===== config.mk =====
export PLATFORM = sky130hd
export DESIGN_NAME = uart_rx_deser
export DESIGN_NICKNAME = d
export VERILOG_FILES = /design/src/rtl/uart_rx_deser.sv
export SDC_FILE = /design/constraint.sdc
export NUM_CORES = 1
export LEC_CHECK = 0
export ABC_AREA = 1
export BUFFER_PORTS_ARGS = -buffer_cell sky130_fd_sc_hd__buf_4
export CAP_MARGIN = 25
export CORE_MARGIN = 2
export CORE_UTILIZATION = 57
export DETAILED_ROUTE_END_ITERATION = 6
export GPL_ROUTABILITY_DRIVEN = 0
export PLACE_DENSITY_LB_ADDON = 0.08
export RECOVER_POWER = 100
export SKIP_CTS_REPAIR_TIMING = 1
export SYNTH_ARGS = -nofsm -noshare
export SYNTH_HDL_FRONTEND = slang
export SYNTH_SLANG_ARGS = --single-unit

===== constraint.sdc =====
create_clock -name clk -period 1.8 [get_ports clk]
set_input_delay 0.36 -clock clk [delete_from_list [all_inputs] [get_ports clk]]
set_output_delay 0.36 -clock clk [all_outputs]
set_load 0.01 [all_outputs]

===== src/rtl/uart_rx_deser.sv =====
// UART receive deserializer with OVERSAMPLE-x oversampling; samples each bit at its
// centre and pushes good bytes downstream with a one-clock rx_done strobe.
module uart_rx_deser #(
  parameter int DATA_BITS  = 8,
  parameter int OVERSAMPLE = 16
) (
  input  logic                 clk,
  input  logic                 rst,
  input  logic                 b_tick,
  input  logic                 rx,
  output logic [DATA_BITS-1:0] rx_data,
  output logic                 rx_done,
  output logic                 rx_busy,
  output logic                 frame_err
);

  localparam int TICK_W = $clog2(OVERSAMPLE);
  localparam int BIT_W  = $clog2(DATA_BITS + 1);
  localparam logic [TICK_W-1:0] TICK_MID  = TICK_W'(OVERSAMPLE / 2 - 1);
  localparam logic [TICK_W-1:0] TICK_LAST = TICK_W'(OVERSAMPLE - 1);
  localparam logic [BIT_W-1:0]  BIT_LAST  = BIT_W'(DATA_BITS - 1);

  typedef enum logic [1:0] {IDLE, START, DATA, STOP} state_t;

  state_t               state_q, state_n;
  logic                 rx_meta, rx_s;
  logic [TICK_W-1:0]    tick_q, tick_n;
  logic [BIT_W-1:0]     bit_q, bit_n;
  logic [DATA_BITS-1:0] shift_q, shift_n, data_n;
  logic                 done_n, ferr_n;

  // Two-flop synchronizer; resets to the idle (high) line level.
  always_ff @(posedge clk or posedge rst) begin
    if (rst) begin
      rx_meta <= 1'b1;
      rx_s    <= 1'b1;
    end else begin
      rx_meta <= rx;
      rx_s    <= rx_meta;
    end
  end

  always_ff @(posedge clk or posedge rst) begin
    if (rst) begin
      state_q   <= IDLE;
      tick_q    <= '0;
      bit_q     <= '0;
      shift_q   <= '0;
      rx_data   <= '0;
      rx_done   <= 1'b0;
      frame_err <= 1'b0;
    end else begin
      state_q   <= state_n;
      tick_q    <= tick_n;
      bit_q     <= bit_n;
      shift_q   <= shift_n;
      rx_data   <= data_n;
      rx_done   <= done_n;
      frame_err <= ferr_n;
    end
  end

  // rx_done is a plain push with no back-pressure: the consumer must take
  // rx_data in the cycle rx_done is high or lose it.
  always_comb begin
    state_n = state_q;
    tick_n  = b_tick ? tick_q + TICK_W'(1) : tick_q;
    bit_n   = bit_q;
    shift_n = shift_q;
    data_n  = rx_data;
    done_n  = 1'b0;
    ferr_n  = 1'b0;
    case (state_q)
      IDLE: begin
        tick_n = '0;
        if (!rx_s) state_n = START;
      end
      START: begin
        if (b_tick && tick_q == TICK_MID) begin
          tick_n = '0;
          if (!rx_s) begin
            state_n = DATA;
            bit_n   = '0;
          end else begin
            state_n = IDLE;
          end
        end
      end
      DATA: begin
        if (b_tick && tick_q == TICK_LAST) begin
          tick_n  = '0;
          shift_n = {rx_s, shift_q[DATA_BITS-1:1]};
          bit_n   = bit_q + BIT_W'(1);
          if (bit_q == BIT_LAST) state_n = STOP;
        end
      end
      STOP: begin
        if (b_tick && tick_q == TICK_LAST) begin
          tick_n  = '0;
          state_n = IDLE;
          if (rx_s) begin
            data_n = shift_q;
            done_n = 1'b1;
          end else begin
            ferr_n = 1'b1;
          end
        end
      end
      default: state_n = IDLE;
    endcase
  end

  assign rx_busy = (state_q != IDLE);

endmodule


==> impl_metrics.py <==
metrics = {
    "cells_and_area": {
        "regArea_um2": 753,
        "leading_cell_type_in_the_layout_fill_and_taps_excluded": "sky130_fd_sc_hd__nand2_1",
        "post_route_cells_drive_above_1_share": 0.193,
        "layout.filler_cells": 230,
        "final_nets": 166,
        "num_antenna_cells": 0,
        "most_frequent_cells_in_the_layout": "37 x sky130_fd_sc_hd__nand2_1, 28 x sky130_fd_sc_hd__dfrtp_1, 15 x sky130_fd_sc_hd__inv_1",
        "final_cell_area_um2": 1510,
        "multiInputGateArea_um2": 529,
        "area.growth.synth_to_final_pct": 4.58,
    },
    "die": {
        "floorplan.io_pins": 15,
        "fp-row-count": 18,
        "chipHeight_um": 54.4,
        "total_die_area_um2": 2960,
        "die_width_um": 54.4,
        "starting_density_of_the_core": 0.595,
        "placeableCoreArea_um2": 2430,
    },
    "drt": {
        "via_count": 907,
        "drt-wirelength-per-cell_um": 11.4,
        "number_of_routed_nets_with_antenna_violations": 0,
        "detail_route.vias_per_cell": 4.75,
        "initialDrtViolationCount": 11,
        "firstDrtPassIters": 4,
        "drc_errors": 0,
        "route.final.wire_length_mm": 2.18,
    },
    "cts": {
        "ctsRootBufferMaster": "sky130_fd_sc_hd__clkbuf_4",
        "ctsLongestPathBuffers": 2,
        "clk_pin_slew_ps": 90,
        "htreeDepth": 2,
        "cts_tree": "built",
        "clkLatencyLatePin_ps": 330,
        "cts_made_buffers": 5,
        "cts_sinks": 30,
    },
    "power": {
        "clock_power_share": 0.249,
        "ir_drop_v": 0.000741,
        "power_switching_share": 0.356,
        "cellPowerDensity_nw_per_um2": 1110,
        "p_leak_nw": 0.742,
        "pwr-share-comb": 0.278,
        "power.net_switching_uw": 600,
        "internal-power_mw": 1.09,
        "sequentialPowerShare": 0.472,
    },
    "placed_design": {
        "dp_hpwl_mm": 1.55,
        "pre_cts_ws_ps": 417,
        "placement.io_buffers": 14,
        "placed_cell_area_um2": 1570,
    },
    "critical_path": {
        "reg2regPathDepth": 7,
        "path_max_fanout": 7,
        "critical_path.startpoint_type": "register",
        "endpoint_kind": "output port",
        "timing.setup.critical_path_class": "reg -> out",
        "cp_data_required_time_ps": 1440,
        "worstPathArrival_ps": 1230,
    },
    "global_routing": {
        "grt_pass1_vias": 840,
        "gr_usage_total": 0.178,
        "globalRoute.totalOverflow": 0,
        "largest_net_degree_at_the_start_of_global_routing": 31,
        "grt_first_pass_wirelength_mm": 3.63,
        "grt_antenna_before_repair": 0,
    },
    "yosys": {
        "yosys.cell_types.count": 25,
        "netlist_area_um2": 1450,
        "syn_inst_count": 140,
        "synth-seq-cells": 30,
        "ys_seq_area_frac": 0.521,
        "synth.yosys.warnings": 0,
        "synth_nets": 146,
        "synth_area_per_cell_um2": 10.3,
    },
    "sta": {
        "timing.setup.tns_ps": 0,
        "final_min_period_over_clock_period": 0.881,
        "max_clock_freq_ghz": 0.631,
        "worst_clock_skew_ps": 10.5,
        "unrepaired_setup_endpoints_after_global_routing": "false",
        "finalMaxSlewViolations": 0,
        "post-route-worst-setup-slack_ps": 215,
        "setup_violations": 0,
        "worst-slew-pin-transition_ps": 705,
        "fin_crit_ps": 1590,
        "hold_violations": 0,
        "slew-limit-headroom": 0.530,
    },
    "outcome": {
        "outcome": "completed",
    },
    "min_path": {
        "cells_on_worst_hold_path": 1,
        "hold_path.class": "in -> reg",
    },
    "run": {
        "cap_violations": 0,
    },
}
[cell usage after synthesis]
library cell               instances  share of area
sky130_fd_sc_hd__nor2_1            8          0.021
sky130_fd_sc_hd__dfstp_2           2          0.036
sky130_fd_sc_hd__ha_1              2          0.017
sky130_fd_sc_hd__nand3_4           1          0.012
sky130_fd_sc_hd__nand3_2           1         0.0069
sky130_fd_sc_hd__nor2_8            2          0.028
sky130_fd_sc_hd__nand2_1          33          0.086
sky130_fd_sc_hd__o21ai_2          17           0.10
sky130_fd_sc_hd__or2_2             1         0.0043
sky130_fd_sc_hd__nand2_2           3          0.013
sky130_fd_sc_hd__nor2_2            2         0.0086
sky130_fd_sc_hd__nand3b_1          1         0.0052
sky130_fd_sc_hd__dfrtp_1          28           0.48
sky130_fd_sc_hd__xnor2_1           1         0.0061
sky130_fd_sc_hd__inv_2             2         0.0052
sky130_fd_sc_hd__nand4_1           1         0.0043
sky130_fd_sc_hd__nand3_1           5          0.017
sky130_fd_sc_hd__o21ai_0           1         0.0035
sky130_fd_sc_hd__mux2i_1           1         0.0069
sky130_fd_sc_hd__inv_1            15          0.039
sky130_fd_sc_hd__nor4_1            1         0.0043
sky130_fd_sc_hd__buf_6             2          0.016
sky130_fd_sc_hd__xor2_1            3          0.018
sky130_fd_sc_hd__nor2_4            4          0.031
sky130_fd_sc_hd__nand2_4           3          0.023
[through the flow]
stage / hold slack [ps] / instances / power (mW) / utilization
6_report: 134 / 191 / 1.69 / 0.622
5_1_grt: 122 / 191 / 1.80 / 0.622
4_1_cts: 94.5 / 191 / 1.76 / 0.672
3_5_place_dp: 348 / 183 / 1.34 / 0.647
3_3_place_gp: 347 / 183 / 1.33 / 0.647
2_1_floorplan: 345 / 140 / 1.24 / -
[flip-flops by register name, indices dropped and copies added, names as in the netlist, named ones only]
register and count:
rx_data 8, shift_q 8, bit_q 4, rx_done 1, tick_q 4, rx_meta 1, state_q 1, frame_err 1
rx_s 1
[final timing paths]
kind / endpoint / slack [ps] / start
min in group asynchronous: rx_data[0] / 210 / rst
worst min-delay path: rx_meta / 130 / rx
worst min register to register: rx_s / 360 / rx_meta
worst max register to register: bit_q[2] / 220 / tick_q[0]
max in group asynchronous: shift_q[5] / 1130 / rst
worst max-delay path: rx_busy / 210 / state_q[0]
[power by group through the flow]
stage	clock, mW	sequential, mW	combinational, mW
finish	0.420	0.796	0.469
global route	0.461	0.807	0.530
CTS	0.430	0.798	0.532
detailed placement	0	0.810	0.528
global placement	0	0.807	0.518
floorplan	0	0.797	0.439
[area by class of cell]
cell class,instances,area share
flip-flops and latches,30,0.498
well taps,30,0.0248
inverters,17,0.0422
multi-input cells,91,0.350
clock inverters,1,0.00331
clock buffers,7,0.0364
repair buffers,15,0.0455
[cell families (layout without fill, tap and decap cells)]
group,Yosys count,in the layout,synth area share
compound gates,18,18,0.106
buf+inv,19,40,0.0597
xor+xnor,4,4,0.0242
fa+ha+maj,2,2,0.0173
mux,1,1,0.00692
simple gates,66,66,0.265
flops,30,30,0.521
[per-layer routing]
| metal | global-route usage | vias to the layer above | wire [um] |
|---|---|---|---|
| li1 | - | 482 | - |
| met5 | 0 | - | 0 |
| met2 | 0.255 | 15 | 884 |
| met1 | 0.233 | 405 | 1160 |
| met3 | 0.0792 | 5 | 102 |
| met4 | 0.0750 | 0 | 33 |
[worst max-delay path, stage by stage (launching register included)]
cell and delay, ps:
sky130_fd_sc_hd__dfrtp_1 470, sky130_fd_sc_hd__nor2_1 240, sky130_fd_sc_hd__inv_1 70, sky130_fd_sc_hd__clkbuf_1 130
Note: power is estimated with default switching activity, not from simulation.
